File: src/rtl/cska_pkg.sv
`default_nettype none
// ============================================================================
//  Module  : cska_pkg
//  Purpose : Shared constants and elaboration helpers for the pipelined
//            carry-skip adder/subtractor.
//  Rev     : 1.0  initial parametrised release
// ============================================================================
package cska_pkg;

   localparam logic MODE_ADD = 1'b0;
   localparam logic MODE_SUB = 1'b1;

   // Number of skip blocks covering a given width
   function automatic int nblk(input int width, input int blk);
      return width / blk;
   endfunction

   // Legal parameter set: slices split evenly into whole blocks
   function automatic bit cfg_ok(input int width, input int blk, input int stages);
      if (blk < 1 || stages < 1) return 1'b0;
      return ((width % (blk * stages)) == 0) && (stages <= width / blk);
   endfunction

   // Width of the register word that leaves stage k. Intermediate stages
   // carry the finished low sum bits, the untouched upper A and B bits and
   // the slice carry; the last stage carries the full sum, cout and ovf.
   function automatic int seg_w(input int k, input int width, input int stages);
      if (k == stages - 1) return width + 2;
      return 2 * width - (k + 1) * (width / stages) + 1;
   endfunction

   // Bit offset of stage k's word inside the flat pipeline register
   function automatic int seg_off(input int k, input int width, input int stages);
      int off;
      off = 0;
      for (int j = 0; j < k; j++) off += seg_w(j, width, stages);
      return off;
   endfunction

endpackage
`default_nettype wire

File: src/rtl/cska_pipe_if.sv
`default_nettype none
// ============================================================================
//  Module  : cska_pipe_if
//  Purpose : Operand / result handshake bundle for cska_pipe.
//  Rev     : 1.0  initial parametrised release
// ============================================================================
interface cska_pipe_if #(
   parameter int WIDTH = 32
) ();
   import cska_pkg::*;

   logic             in_valid;
   logic             in_ready;
   logic [WIDTH-1:0] inA;
   logic [WIDTH-1:0] inB;
   logic             cin;
   logic             sub;
   logic             out_valid;
   logic             out_ready;
   logic [WIDTH-1:0] sum;
   logic             cout;
   logic             ovf;

   // Producer/consumer side
   modport master (
      output in_valid, inA, inB, cin, sub, out_ready,
      input  in_ready, out_valid, sum, cout, ovf
   );

   // Adder side
   modport slave (
      input  in_valid, inA, inB, cin, sub, out_ready,
      output in_ready, out_valid, sum, cout, ovf
   );
endinterface
`default_nettype wire

File: src/rtl/cska_blk.sv
`default_nettype none
// ============================================================================
//  Module  : cska_blk
//  Purpose : BLK-bit ripple-carry block with carry-skip multiplexer.
//  Rev     : 1.0  initial parametrised release
// ============================================================================
module cska_blk
   import cska_pkg::*;
#(
   parameter int BLK = 4
) (
   input  logic [BLK-1:0] a,
   input  logic [BLK-1:0] b,
   input  logic           ci,
   output logic [BLK-1:0] s,
   output logic           co
);

   logic [BLK-1:0] w_p;
   logic [BLK:0]   w_c;

   assign w_p = a ^ b;

   // Ripple the carry bit by bit through the block
   always_comb begin
      w_c    = '0;
      w_c[0] = ci;
      for (int i = 0; i < BLK; i++) begin
         w_c[i+1] = (a[i] & b[i]) | (w_p[i] & w_c[i]);
      end
   end

   assign s  = w_p ^ w_c[BLK-1:0];
   // When every bit propagates the carry-in bypasses the ripple chain
   assign co = (&w_p) ? ci : w_c[BLK];

endmodule
`default_nettype wire

File: src/rtl/cska_pipe.sv
`default_nettype none
// ============================================================================
//  Module  : cska_pipe
//  Purpose : Pipelined carry-skip adder/subtractor with valid/ready
//            handshake. Stage k resolves bit slice k; the whole pipe
//            freezes while the result is stalled.
//  Rev     : 1.0  initial parametrised release
// ============================================================================
module cska_pipe
   import cska_pkg::*;
#(
   parameter int WIDTH  = 32,
   parameter int BLK    = 4,
   parameter int STAGES = 2
) (
   input  logic       clk,
   input  logic       rst_n,
   cska_pipe_if.slave bus
);

   localparam int SL = WIDTH / STAGES;               // bits resolved per stage
   localparam int NB = nblk(SL, BLK);                // skip blocks per stage
   localparam int PW = seg_off(STAGES, WIDTH, STAGES);
   localparam int FO = seg_off(STAGES - 1, WIDTH, STAGES);

   if (!cfg_ok(WIDTH, BLK, STAGES)) begin : g_cfg_check
      $error("cska_pipe: WIDTH must be a multiple of BLK*STAGES and STAGES <= WIDTH/BLK");
   end

   logic [STAGES-1:0] r_valid;
   logic [PW-1:0]     r_pipe;     // all stage words, stage 0 at the LSB end
   logic [PW-1:0]     w_pipe_d;
   logic              w_stall;
   logic              w_fire;

   assign w_stall       = r_valid[STAGES-1] & ~bus.out_ready;
   assign w_fire        = bus.in_valid & ~w_stall;
   assign bus.in_ready  = ~w_stall;
   assign bus.out_valid = r_valid[STAGES-1];
   assign bus.sum       = r_pipe[FO +: WIDTH];
   assign bus.cout      = r_pipe[FO + WIDTH];
   assign bus.ovf       = r_pipe[FO + WIDTH + 1];

   for (genvar k = 0; k < STAGES; k++) begin : g_stage
      localparam int LO  = k * SL;                   // low bit of this slice
      localparam int UIN = WIDTH - LO;               // operand bits still pending
      localparam int OFF = seg_off(k, WIDTH, STAGES);

      logic [UIN-1:0] w_a;
      logic [UIN-1:0] w_b;
      logic           w_ci;
      logic [SL-1:0]  w_s;
      logic [NB:0]    w_c;

      if (k == 0) begin : g_src_in
         // Subtraction is A + ~B + 1; cin only matters when adding
         assign w_a  = bus.inA;
         assign w_b  = (bus.sub == MODE_SUB) ? ~bus.inB : bus.inB;
         assign w_ci = (bus.sub == MODE_ADD) ? bus.cin : 1'b1;
      end else begin : g_src_reg
         localparam int PO = seg_off(k - 1, WIDTH, STAGES);
         assign w_a  = r_pipe[PO + LO +: UIN];
         assign w_b  = r_pipe[PO + LO + UIN +: UIN];
         assign w_ci = r_pipe[PO + LO + 2 * UIN];
         assign w_pipe_d[OFF +: LO] = r_pipe[PO +: LO];
      end

      assign w_c[0] = w_ci;
      for (genvar j = 0; j < NB; j++) begin : g_blk
         cska_blk #(.BLK(BLK)) u_blk (
            .a  (w_a[j*BLK +: BLK]),
            .b  (w_b[j*BLK +: BLK]),
            .ci (w_c[j]),
            .s  (w_s[j*BLK +: BLK]),
            .co (w_c[j+1])
         );
      end

      assign w_pipe_d[OFF + LO +: SL] = w_s;

      if (k < STAGES - 1) begin : g_mid
         localparam int U = UIN - SL;
         assign w_pipe_d[OFF + LO + SL +: U]     = w_a[UIN-1:SL];
         assign w_pipe_d[OFF + LO + SL + U +: U] = w_b[UIN-1:SL];
         assign w_pipe_d[OFF + LO + SL + 2 * U]  = w_c[NB];
      end else begin : g_last
         logic w_cmsb;
         // Carry into the MSB recovered from the MSB sum bit
         assign w_cmsb = w_s[SL-1] ^ w_a[SL-1] ^ w_b[SL-1];
         assign w_pipe_d[OFF + WIDTH]     = w_c[NB];
         assign w_pipe_d[OFF + WIDTH + 1] = w_cmsb ^ w_c[NB];
      end
   end

   // Advance every stage together unless the result is held by the consumer
   always_ff @(posedge clk or negedge rst_n) begin
      if (!rst_n) begin
         r_valid <= '0;
         r_pipe  <= '0;
      end else if (!w_stall) begin
         r_valid[0] <= w_fire;
         for (int i = 1; i < STAGES; i++) begin
            r_valid[i] <= r_valid[i-1];
         end
         r_pipe <= w_pipe_d;
      end
   end

endmodule
`default_nettype wire

File: src/flat_wrapper.sv
// flat-port wrapper written by rule: the top's interface ports become plain ports
module cska_pipe_flat import cska_pkg::*;
#(
   parameter int WIDTH  = 32,
   parameter int BLK    = 4,
   parameter int STAGES = 2
)
  (clk, rst_n, bus_in_valid, bus_inA, bus_inB, bus_cin, bus_sub, bus_out_ready, bus_in_ready, bus_out_valid, bus_sum, bus_cout, bus_ovf);
  cska_pipe_if #(.WIDTH(WIDTH)) bus_i ();
  input  logic clk;
  input  logic rst_n;
  input wire logic [$bits(bus_i.in_valid)-1:0] bus_in_valid;
  input wire logic [$bits(bus_i.inA)-1:0] bus_inA;
  input wire logic [$bits(bus_i.inB)-1:0] bus_inB;
  input wire logic [$bits(bus_i.cin)-1:0] bus_cin;
  input wire logic [$bits(bus_i.sub)-1:0] bus_sub;
  input wire logic [$bits(bus_i.out_ready)-1:0] bus_out_ready;
  output wire logic [$bits(bus_i.in_ready)-1:0] bus_in_ready;
  output wire logic [$bits(bus_i.out_valid)-1:0] bus_out_valid;
  output wire logic [$bits(bus_i.sum)-1:0] bus_sum;
  output wire logic [$bits(bus_i.cout)-1:0] bus_cout;
  output wire logic [$bits(bus_i.ovf)-1:0] bus_ovf;
  assign bus_i.in_valid = bus_in_valid;
  assign bus_i.inA = bus_inA;
  assign bus_i.inB = bus_inB;
  assign bus_i.cin = bus_cin;
  assign bus_i.sub = bus_sub;
  assign bus_i.out_ready = bus_out_ready;
  assign bus_in_ready = bus_i.in_ready;
  assign bus_out_valid = bus_i.out_valid;
  assign bus_sum = bus_i.sum;
  assign bus_cout = bus_i.cout;
  assign bus_ovf = bus_i.ovf;
  cska_pipe #(.WIDTH(WIDTH), .BLK(BLK), .STAGES(STAGES)) u_core (.clk(clk), .rst_n(rst_n), .bus(bus_i));
endmodule
File: config.mk
export PLATFORM = sky130hd
export DESIGN_NAME = cska_pipe_flat
export DESIGN_NICKNAME = d
export VERILOG_FILES = /design/src/rtl/cska_pkg.sv /design/src/rtl/cska_pipe_if.sv /design/src/rtl/cska_blk.sv /design/src/rtl/cska_pipe.sv /design/src/flat_wrapper.sv
export SDC_FILE = /design/constraint.sdc
export NUM_CORES = 1
export LEC_CHECK = 0
export CAP_MARGIN = 15
export CORE_MARGIN = 4
export CORE_UTILIZATION = 40
export DETAILED_ROUTE_END_ITERATION = 16
export DONT_BUFFER_PORTS = 1
export GPL_ROUTABILITY_DRIVEN = 0
export PLACE_DENSITY_LB_ADDON = 0.3
export SYNTH_ARGS = -nofsm -noshare
export SYNTH_HDL_FRONTEND = slang
export SYNTH_SLANG_ARGS = --single-unit
File: constraint.sdc
create_clock -name clk -period 15.3 [get_ports clk]
set_input_delay 1.53 -clock clk [delete_from_list [all_inputs] [get_ports clk]]
set_output_delay 1.53 -clock clk [all_outputs]
set_load 0.01 [all_outputs]
======== Yosys cells after proc, flatten, opt, wreduce, memory -nomap -nowiden ========
Cells that the tools add are included.
storage, ports and cells
  register bits ........................... 85
  bits of input ports ..................... 70
  output and inout port bits .............. 36
operators by class
  mux-type cells .......................... 10
  bitwise gates (word level) .............. 120
  reduce and logical (&&, ||, !) cells .... 8
operator list
  kind                 count
  AND 1 bit            66
  XOR 4 bit            16
  two-way mux 32 bit   1
  inverter 32 bit      1
  OR 1 bit             32
  AND reduction 4 bit  8
  two-way mux 1 bit    9
  XOR 1 bit            3
  inverter 1 bit       2

======== Longest topological paths before layout ========
Gate-level depths: netlist of run 1.
  depth in word-level cells ............... 39
  depth in mapped cells ................... 29
  depth with buffers taken out ............ 29

======== By module ========
A second synthesis of run 1 with hierarchy kept.
second synthesis, totals
  cells, all modules ...................... 423
  area, all modules ....................... 5227.5 sq um
modules (own cells, without submodules)
  module     times used  cells each  area each (sq um)
  cska_pipe  1           271         3786.1
  cska_blk   8           19          180.2

======== Least setup slack after synthesis of run 1 ========
No wires, ideal clock.
  kind .................................... input-to-reg
  from .................................... in bus_sub
  to ...................................... reg u_core.r_pipe[15]
  arrival time ............................ 9.088 ns
  data required time ...................... 15.183 ns
  slack ................................... 6.095 ns
  stages .................................. 29
  path buffers ............................ 2
  cell sequence ........................... buf_4 buf_2 xor2_1 inv_1 fa_1 fa_1 fa_1 fa_1 mux2i_1 inv_1 fa_1 fa_1 fa_1 fa_1 nand2_1 o21ai_1 fa_1 fa_1 fa_1 fa_1 and2_1 a21o_1 fa_1 fa_1 fa_1 inv_1 fa_1 nand2_1 nand2_1
between the ends
  word-level cells in the longest chain between the ends .. 36
  elaborated cells between the ends (all ways) .. 58
RTL lines
  item                                             line                source
  from (decl)                                      flat_wrapper.sv:16  input wire logic [$bits(bus_i.sub)-1:0] bus_sub;
  two-way mux 32 bit                               cska_pipe.sv:58     assign w_b = (bus.sub == MODE_SUB) ? ~bus.inB : bus.inB;
  XOR 4 bit                                        cska_blk.sv:22      assign w_p = a ^ b;
  AND 1 bit                                        cska_blk.sv:29      w_c[i+1] = (a[i] & b[i]) | (w_p[i] & w_c[i]);
  OR 1 bit                                         cska_blk.sv:29
  AND 1 bit                                        cska_blk.sv:29
  OR 1 bit                                         cska_blk.sv:29
  AND 1 bit                                        cska_blk.sv:29
  OR 1 bit                                         cska_blk.sv:29
  (+21 left out)                                   --
  AND 1 bit                                        cska_blk.sv:29
  OR 1 bit                                         cska_blk.sv:29
  AND 1 bit                                        cska_blk.sv:29
  OR 1 bit                                         cska_blk.sv:29
  AND 1 bit                                        cska_blk.sv:29
  OR 1 bit                                         cska_blk.sv:29
  XOR 4 bit *                                      cska_blk.sv:33      assign s = w_p ^ w_c[BLK-1:0];
  named net u_core.g_stage[0].g_blk[3].u_blk.s[3]  cska_blk.sv:15      output logic [BLK-1:0] s,
  to (signal assigned)                             cska_pipe.sv:105    r_pipe <= w_pipe_d;
  to (decl)                                        cska_pipe.sv:31     logic [PW-1:0] r_pipe;
The timed path passes the listed nets; every way through them passes the cells marked *.
A chain may end at the register's enable or synchronous reset.

======== Worst setup path after layout of run 1 ========
  from .................................... reg u_core.r_pipe[16]
  to ...................................... reg u_core.r_pipe[82]
between the ends
  word-level cells in the longest chain between the ends .. 38
  elaborated cells between the ends (all ways) .. 43
RTL lines
  item                                            line                             source
  XOR 4 bit                                       cska_blk.sv:22
  AND 1 bit                                       cska_blk.sv:29
  OR 1 bit                                        cska_blk.sv:29
  AND 1 bit                                       cska_blk.sv:29
  OR 1 bit                                        cska_blk.sv:29
  AND 1 bit                                       cska_blk.sv:29
  OR 1 bit                                        cska_blk.sv:29
  AND 1 bit                                       cska_blk.sv:29
  (+22 left out)                                  --
  AND 1 bit                                       cska_blk.sv:29
  OR 1 bit                                        cska_blk.sv:29
  AND 1 bit                                       cska_blk.sv:29
  OR 1 bit                                        cska_blk.sv:29
  XOR 4 bit or AND 1 bit (tied branches)          cska_blk.sv:33, cska_blk.sv:29
  XOR 1 bit or OR 1 bit (tied branches)           cska_pipe.sv:89, cska_blk.sv:29
  XOR 1 bit or two-way mux 1 bit (tied branches)  cska_pipe.sv:89, cska_blk.sv:35
  XOR 1 bit *                                     cska_pipe.sv:91                  assign w_pipe_d[OFF + WIDTH + 1] = w_cmsb ^ w_c[NB];
Every way passes the cells marked *; elsewhere a longest branch is shown, timed or not.

==> results of run 1 <==
## metrics by stage
stage | total power (uW) | hold WS, ns | utilization [%] | cell area, um^2
after floorplan | 537 | 0.430 | - | 5040
after global placement | 531 | 0.450 | 40.6 | 4930
after detailed placement | 540 | 0.455 | 40.6 | 4930
after CTS | 749 | 0.468 | 42.9 | 5210
after global routing | 791 | 0.487 | 42.9 | 5210
final | 733 | 0.461 | 42.9 | 5210
## final timing paths
check                                                      to  depth (start not counted)
worst max-delay path            u_core.r_pipe[82]$_DFFE_PN0N_                         29
worst min-delay path            u_core.r_valid[0]$_DFFE_PN0N_                          2
worst max register to register  u_core.r_pipe[82]$_DFFE_PN0N_                         29
worst min register to register  u_core.r_valid[0]$_DFFE_PN0N_                          2
max in group asynchronous        u_core.r_pipe[8]$_DFFE_PN0N_                          0
min in group asynchronous       u_core.r_pipe[28]$_DFFE_PN0N_                          0
## layer usage
metal,global-route usage [%],share of wire (%),vias up
li1,-,-,1492
met3,4.40,6.1,16
met1,18.0,44,1469
met5,0,0,-
met2,22.3,47,67
met4,7.01,2.5,0
## cells by family (layout without fill, tap and decap cells)
logic type      Yosys count  in the layout  share of synthesized area, %
simple gates            196            196                          15.6
buf+inv                  95             59                          9.78
flops                    85             85                          42.2
fa+ha+maj                64             64                          20.7
compound gates           47             47                          5.41
xor+xnor                 34             34                          5.91
mux                       2              2                         0.496
## cell type report
class	count	area share (%)
Clock buffer	11	4.66
Clock inverter	5	0.696
Inverter	41	2.95
Multi-Input combinational cell	343	46.6
Sequential cell	85	40.8
Tap cell	168	4.03
Timing Repair Buffer	2	0.288
## worst max-delay path, delay by kind of cell (launching register included)
kind                     cells  cell delay [ns]
multiplexers                 1             0.29
XOR/XNOR                     2             0.45
AND/OR/NAND/NOR              5             0.53
AO/OA/AOI/OAI                2             0.57
buffers and inverters        3             0.26
flip-flops                   1             0.38
adder cells (fa/ha/maj)     16             6.92
## flip-flops by register name, summed over array words and instances (netlist names)
name / cells
u_core.r_pipe: 83
u_core.r_valid: 2
## Yosys cell counts (all sizes together), types with 9 or more instances
cell and count:
a21oi 19, buf 43, clkbuf 11, dfrtp 85, fa 32, ha 32
inv 41, nand2 159, nand4 9, nor2 22, o21ai 20, xnor2 16
xor2 18
## power by group through the flow
stage | registers [uW] | logic [uW] | clock network, uW
after floorplan | 326 | 210 | 0
after global placement | 363 | 169 | 0
after detailed placement | 365 | 175 | 0
after CTS | 361 | 176 | 212
after global routing | 369 | 202 | 221
final | 358 | 171 | 204
==> flow_summary.json, run 1 <==
{
  "status": "completed",
  "p_per_area_mw_per_mm2": 141,
  "end_kind": "flop",
  "min-delay-start": "u_core.r_valid[0]$_DFFE_PN0N_",
  "cts_root_buf": "clkbuf_16",
  "clock_path_buffers": 2,
  "syn_avg_cell_area_um2": 9.64,
  "critical_path.max_fanout": 4,
  "syn_inst": 523,
  "setup_viol": 0,
  "grt_max_degree": 91,
  "ys_types": 33,
  "h-tree-depth": 3,
  "cp_slowest_stage_delay_ns": 0.48,
  "grt_pass1_wl_mm": 16.1,
  "rows": 40,
  "p_comb_share_pct": 23.3,
  "synth_area_leader_cell": "dfrtp_1",
  "skew_ns": 0.00701,
  "cts_tree": "yes",
  "wire_per_inst_um": 14.7,
  "peakVddDrop_uv": 51.6,
  "numCtsBuffers": 9,
  "ys_ff_latch": 85,
  "ys.flop_type": "dfrtp_1",
  "clockPowerShare_pct": 27.8,
  "cts_resized": 0,
  "rrSetupSlack_ns": 5.77,
  "track_usage_pct": 14.2,
  "postCtsSetupBuffers": 0,
  "viasPerCell": 4.65,
  "synthTopCellsByArea": "dfrtp_1 42%, fa_1 13%, nand2_1 12%, ha_1 7.9%, buf_4 4.9%",
  "die_h_um": 120,
  "slowest_stage": "fa_1",
  "nets": 616,
  "start_kind": "flop",
  "coreArea_mm2": 0.0122,
  "pwr-share-seq_pct": 48.9,
  "fmax_mhz": 105,
  "worstPathArrival_ns": 9.75,
  "fill_cells": 1197,
  "setup_tns_ns": 0,
  "wirelength_mm": 9.62,
  "place_ws_ns": 5.70,
  "io_buffer_count": 0,
  "p_leak_uw": 0.00258,
  "grt_pass1_vias": 3207,
  "num_io_pins": 106,
  "cts_hold_buf": 0,
  "clk_transition_reported_paths_ns": 0.06,
  "switching_share_pct": 34.6,
  "clock_latency_ns": 0.34,
  "p_switching_uw": 254,
  "path_common_cell": "fa_1",
  "worst_slack_ns": 5.77,
  "max_cap_viol_count": 0,
  "synth_top_area_share_pct": 42.2,
  "numClockSinks": 85,
  "worstHoldPathType": "flop to flop",
  "die_w_um": 120,
  "die-area_mm2": 0.0145,
  "vias": 3044,
  "dr.pass1.iters": 4,
  "final_cell_mix": "159 x nand2_1, 85 x dfrtp_1, 40 x inv_1, 32 x fa_1, 32 x ha_1",
  "worstSetupStartpoint": "u_core.r_pipe[16]$_DFFE_PN0N_",
  "drt-initial-drc-count": 111,
  "path_class": "flop to flop",
  "hpwl_mm": 7.00,
  "rsz0062_at_grt": "false",
  "slew_violations": 0,
  "overflow": 0,
  "antenna_found_initial": 0,
  "slew_headroom_pct": 44.0,
  "worst_slew_pin_slew_ns": 0.840,
  "syn2layout_area_growth_pct": 3.43,
  "synth_edf_count": 0,
  "drc": 0,
  "synth_nets": 657,
  "stdcell_count": 655,
  "fin_crit_sh_pct": 62.3,
  "antenna_cells": 0,
  "ff_latch_area_mm2": 0.00213,
  "required_ns": 15.52,
  "fin_crit_ns": 9.53,
  "placed_cells_incl_taps": 639,
  "hold_viol_final": 0,
  "final_common_cell": "nand2_1",
  "synth_area_mm2": 0.00504,
  "antenna_left": 0,
  "p_int_uw": 479,
  "yosysWarnings": 0,
  "initial_core_util_pct": 41.5,
  "rr_startpoint": "u_core.r_pipe[16]$_DFFE_PN0N_",
  "drive_gt1_share_pct": 4.93,
  "async_flop_share_pct": 100,
  "ys_seq_area_share_pct": 42.2,
  "multi_input_area_mm2": 0.00243
}
Power figures use the tool's default switching activity.
==> inputs of run 2 (changes only) <==
clock period = 7.65 ns   (was 15.3 ns; I/O delays follow)
==> flow_summary.json, run 2 (synthesis results as in run 1) <==
{
  "status": "complete, but fails checks",
  "violations": "setup timing",
  "start_kind": "flop",
  "critical_path.max_fanout": 3,
  "worstHoldPathType": "primary input to async pin",
  "largest-register": "u_core.r_pipe",
  "fin_crit_ns": 7.66,
  "fin_crit_sh_pct": 100,
  "worstPathArrival_ns": 7.93,
  "stdcell_area_mm2": 0.00554,
  "wire_per_inst_um": 14.4,
  "die_h_um": 120,
  "p_per_area_mw_per_mm2": 291,
  "path_common_cell": "fa_2",
  "multi_input_area_mm2": 0.00255,
  "final_common_cell": "nand2_1",
  "coreArea_mm2": 0.0122,
  "end_kind": "flop",
  "placed_area_mm2": 0.00513,
  "initial_core_util_pct": 41.5,
  "antenna_found_initial": 0,
  "grt_pass1_wl_mm": 16.5,
  "vias": 3108,
  "nets": 635,
  "num_io_pins": 106,
  "hold_viol_final": 0,
  "grt_max_degree": 86,
  "antenna_cells": 0,
  "drive_gt1_share_pct": 17.4,
  "p_leak_uw": 0.00268,
  "io_buffer_count": 0,
  "critPathBufInv": 4,
  "track_usage_pct": 14.4,
  "drt-initial-drc-count": 159,
  "die-area_mm2": 0.0145,
  "required_ns": 7.92,
  "drc": 0,
  "hpwl_mm": 7.04,
  "rrSetupSlack_ns": -0.006,
  "viasPerCell": 4.61,
  "rsz0062_at_grt": "true",
  "h-tree-depth": 3,
  "peakVddDrop_uv": 118,
  "numCtsBuffers": 9,
  "cp_slowest_stage_delay_ns": 0.44,
  "slew_headroom_pct": 46.8,
  "cpLargestDelayFamily": "adder cells",
  "skew_ns": 0.00574,
  "wirelength_mm": 9.73,
  "stdcell_count": 674,
  "worst_slack_ns": -0.00597,
  "reg2reg_depth": 29,
  "syn2layout_area_growth_pct": 9.88,
  "worst_slew_pin_slew_ns": 0.798,
  "ff_latch_area_mm2": 0.00213,
  "fill_cells": 1186,
  "numClockSinks": 85,
  "rr_startpoint": "u_core.r_pipe[16]$_DFFE_PN0N_",
  "clock_path_buffers": 2,
  "die_w_um": 120,
  "rows": 40,
  "largest_reg_flops": 83,
  "slew_violations": 0,
  "final_cell_mix": "157 x nand2_1, 85 x dfrtp_1, 34 x inv_1, 32 x ha_1, 30 x fa_2",
  "grt_pass1_vias": 3288,
  "reg.largest.list": "u_core.r_pipe x83, u_core.r_valid x2",
  "fmax_mhz": 131,
  "clk_transition_reported_paths_ns": 0.06,
  "slowest_stage": "fa_1",
  "clock_latency_ns": 0.34,
  "timing.rr.end": "u_core.r_pipe[82]$_DFFE_PN0N_",
  "antenna_left": 0,
  "overflow": 0,
  "cts_root_buf": "clkbuf_16",
  "cts_tree": "yes",
  "placed_cells_incl_taps": 653,
  "path_class": "flop to flop",
  "cts_hold_buf": 0,
  "max_cap_viol_count": 0,
  "setup_viol": 1,
  "dr.pass1.iters": 4
}
==> run 2: cell count changes in the layout (fill, tap and decap cells not counted), sizes merged <==
cell,previous run,this run
buf,2,21
bufinv,0,3
clkbuf,11,10
clkinvlp,3,1
==> run 2: through the flow <==
step                worst slack (ns)  utilization [%]   TNS, ns  hold WS, ns  total power [uW]
floorplan                     -0.252                -    -0.346        0.430              1090
global placement              -0.309             42.2    -0.406        0.455              1100
detailed placement            -0.451             42.2    -0.781        0.459              1120
CTS                           -0.186             45.3    -0.186       0.0984              1640
global route                  -0.285             45.5    -0.285       0.0951              1740
finish                      -0.00597             45.5  -0.00597        0.116              1610
==> run 2: final cells by class <==
class,instances,share of cell area [%]
repair buffers,21,2.85
well taps,168,3.79
flip-flops and latches,85,38.4
multi-input cells,343,46.0
clock inverters,6,2.01
inverters,41,2.78
clock buffers,10,4.13
==> run 2: worst max-delay path by stage <==
| stage | startpoint | end | cells past startpoint |
|---|---|---|---|
| after global placement | u_core.r_pipe[16]$_DFFE_PN0N_ | u_core.r_pipe[82]$_DFFE_PN0N_ | 29 |
| after CTS | u_core.r_pipe[32]$_DFFE_PN0N_ | u_core.r_pipe[82]$_DFFE_PN0N_ | 29 |
| after detailed placement | u_core.r_pipe[32]$_DFFE_PN0N_ | u_core.r_pipe[82]$_DFFE_PN0N_ | 29 |
| after global routing | u_core.r_pipe[16]$_DFFE_PN0N_ | u_core.r_pipe[82]$_DFFE_PN0N_ | 29 |
| after floorplan | u_core.r_pipe[16]$_DFFE_PN0N_ | u_core.r_pipe[82]$_DFFE_PN0N_ | 29 |
| final | u_core.r_pipe[16]$_DFFE_PN0N_ | u_core.r_pipe[82]$_DFFE_PN0N_ | 29 |
==> run 2: repair_timing <==
item                                    4_1_cts  5_1_grt
pin swaps                                    21       17
resized for setup                             7        3
endpoints found under the setup margin        1        2
setup buffers                                 3        2
==> run 2: routing by layer <==
metal	GRT usage [%]	up-vias	routed length, um
met3	6.27	15	941
met4	6.16	0	194
met5	0	-	0
met2	22.3	86	4470
li1	-	1530	-
met1	17.7	1477	4120
==> run 2: where the power goes <==
group	internal [uW]	leakage (uW)	switching [uW]
Clock	319	0.000163	178
Sequential	581	0.00100	137
Combinational	194	0.00151	204
Total	1090	0.00268	519
==> inputs of run 3 (changes only) <==
REMOVE_ABC_BUFFERS = 1   (was not set)
clock period = 6.7 ns   (was 7.65 ns; I/O delays follow)
==> flow_summary.json, run 3 (synthesis results as in run 1) <==
{
  "status": "complete, but fails checks",
  "violations": "setup timing",
  "worst_slew_pin_slew_ns": 0.897,
  "wirelength_mm": 10.2,
  "die_h_um": 120,
  "drc": 0,
  "cp_slowest_stage_delay_ns": 0.46,
  "setup_viol": 6,
  "die_w_um": 120,
  "h-tree-depth": 3,
  "holdWs_ns": 0.0222,
  "coreArea_mm2": 0.0122,
  "wire_per_inst_um": 14.4,
  "fin_crit_sh_pct": 116,
  "antenna_found_initial": 0,
  "peakVddDrop_uv": 111,
  "placed_area_mm2": 0.00510,
  "required_ns": 6.92,
  "die-area_mm2": 0.0145,
  "dr.pass1.iters": 4,
  "io_buffer_count": 0,
  "syn2layout_area_growth_pct": 16.1,
  "drt-initial-drc-count": 164,
  "largest-register": "u_core.r_pipe",
  "numClockSinks": 85,
  "hold_viol_final": 0,
  "clk_transition_reported_paths_ns": 0.06,
  "clock_latency_ns": 0.35,
  "end_kind": "flop",
  "cts_tree": "yes",
  "p_per_area_mw_per_mm2": 335,
  "hpwl_mm": 6.72,
  "p_leak_uw": 0.00284,
  "slew_violations": 0,
  "grt_pass1_wl_mm": 17.1,
  "fill_cells": 1130,
  "grt_pass1_vias": 3494,
  "overflow": 0,
  "num_io_pins": 106,
  "largest_reg_flops": 83,
  "max_cap_viol_count": 0,
  "start_kind": "flop",
  "reg2reg_depth": 29,
  "slew_headroom_pct": 40.2,
  "worstPathArrival_ns": 7.97,
  "final_cell_mix": "156 x nand2_1, 85 x dfrtp_1, 49 x buf_4, 32 x inv_1, 32 x ha_1",
  "path_common_cell": "fa_2",
  "cts_root_buf": "clkbuf_16",
  "clock_path_buffers": 2,
  "final_common_cell": "nand2_1",
  "nets": 667,
  "worst_slack_ns": -1.04,
  "drive_gt1_share_pct": 23.6,
  "vias": 3257,
  "fmax_mhz": 129,
  "path_class": "flop to flop",
  "grt_max_degree": 92,
  "rows": 40,
  "antenna_left": 0,
  "reg.largest.list": "u_core.r_pipe x83, u_core.r_valid x2",
  "stdcell_area_mm2": 0.00585,
  "worstHoldPathType": "primary input to async pin",
  "rsz0062_at_grt": "true",
  "antenna_cells": 0,
  "skew_ns": 0.0100,
  "numCtsBuffers": 9,
  "initial_core_util_pct": 41.5,
  "slowest_stage": "fa_2",
  "setup_tns_ns": -3.05,
  "track_usage_pct": 15.2,
  "critical_path.max_fanout": 3,
  "fin_crit_ns": 7.74,
  "viasPerCell": 4.61
}
## run 3: cell count changes in the layout (fill, tap and decap cells not counted), sizes merged
cell / previous run / this run
dlygate4sd3: 0 / 1
buf: 21 / 52
inv: 41 / 42
clkinv: 2 / 0
clkinvlp: 1 / 3
clkbuf: 10 / 9
## run 3: critical path: cells and delay by family, from the launching register on
kind                     cells  cell delay (ns)
AND/OR/NAND/NOR              4             0.32
multiplexers                 1             0.29
XOR/XNOR                     2             0.29
AO/OA/AOI/OAI                2             0.43
flip-flops                   1             0.39
buffers and inverters        4             0.34
adder cells (fa/ha/maj)     16             5.50
## run 3: final timing paths
kind                                          startpoint                             to  slack [ns]
setup / recovery           u_core.r_pipe[48]$_DFFE_PN0N_  u_core.r_pipe[82]$_DFFE_PN0N_       -1.04
hold / removal                                     rst_n  u_core.r_pipe[80]$_DFFE_PN0N_        0.02
setup reg to reg           u_core.r_pipe[48]$_DFFE_PN0N_  u_core.r_pipe[82]$_DFFE_PN0N_       -1.04
hold reg to reg            u_core.r_pipe[15]$_DFFE_PN0N_  u_core.r_pipe[15]$_DFFE_PN0N_        0.47
max in group asynchronous                          rst_n  u_core.r_pipe[49]$_DFFE_PN0N_        5.44
min in group clk                             bus_inA[30]  u_core.r_pipe[30]$_DFFE_PN0N_        0.44
## run 3: final cells by class
| type | count | area [um^2] | area share (%) |
|---|---|---|---|
| Clock inverter | 7 | 121 | 2.07 |
| Inverter | 41 | 154 | 2.63 |
| Tap cell | 168 | 210 | 3.59 |
| Clock buffer | 9 | 225 | 3.85 |
| Sequential cell | 85 | 2130 | 36.3 |
| Timing Repair Buffer | 53 | 428 | 7.31 |
| Multi-Input combinational cell | 343 | 2590 | 44.2 |
## run 3: repair_timing
action	CTS	global route
hold buffers	2	0
setup endpoints to repair	12	8
pin swaps	27	2
resized for setup	51	6
buffers inserted	23	8
hold endpoints to repair	64	0
## run 3: power by group
group | total (uW) | switching [uW] | internal, uW
combinational | 559 | 271 | 289
clock | 581 | 215 | 365
sequential | 821 | 158 | 663
total | 1960 | 644 | 1320
## run 3: per-stage QoR
stage,setup WS (ns),total power (uW),std cells,util [%]
after floorplan,-2.52,1110,469,-
after global placement,-2.57,1250,661,41.9
after CTS,-1.02,1970,699,47.4
after global routing,-1.30,2110,706,48.1
after detailed placement,-2.75,1270,661,41.9
final,-1.04,1960,706,48.1
## run 3: layer usage
| layer | part of all wire [%] | GRT usage, % | vias up |
|---|---|---|---|
| li1 | - | - | 1598 |
| met3 | 7.7 | 5.19 | 14 |
| met5 | 0 | 0 | - |
| met1 | 42 | 18.6 | 1562 |
| met2 | 48 | 24.3 | 83 |
| met4 | 2.1 | 6.87 | 0 |
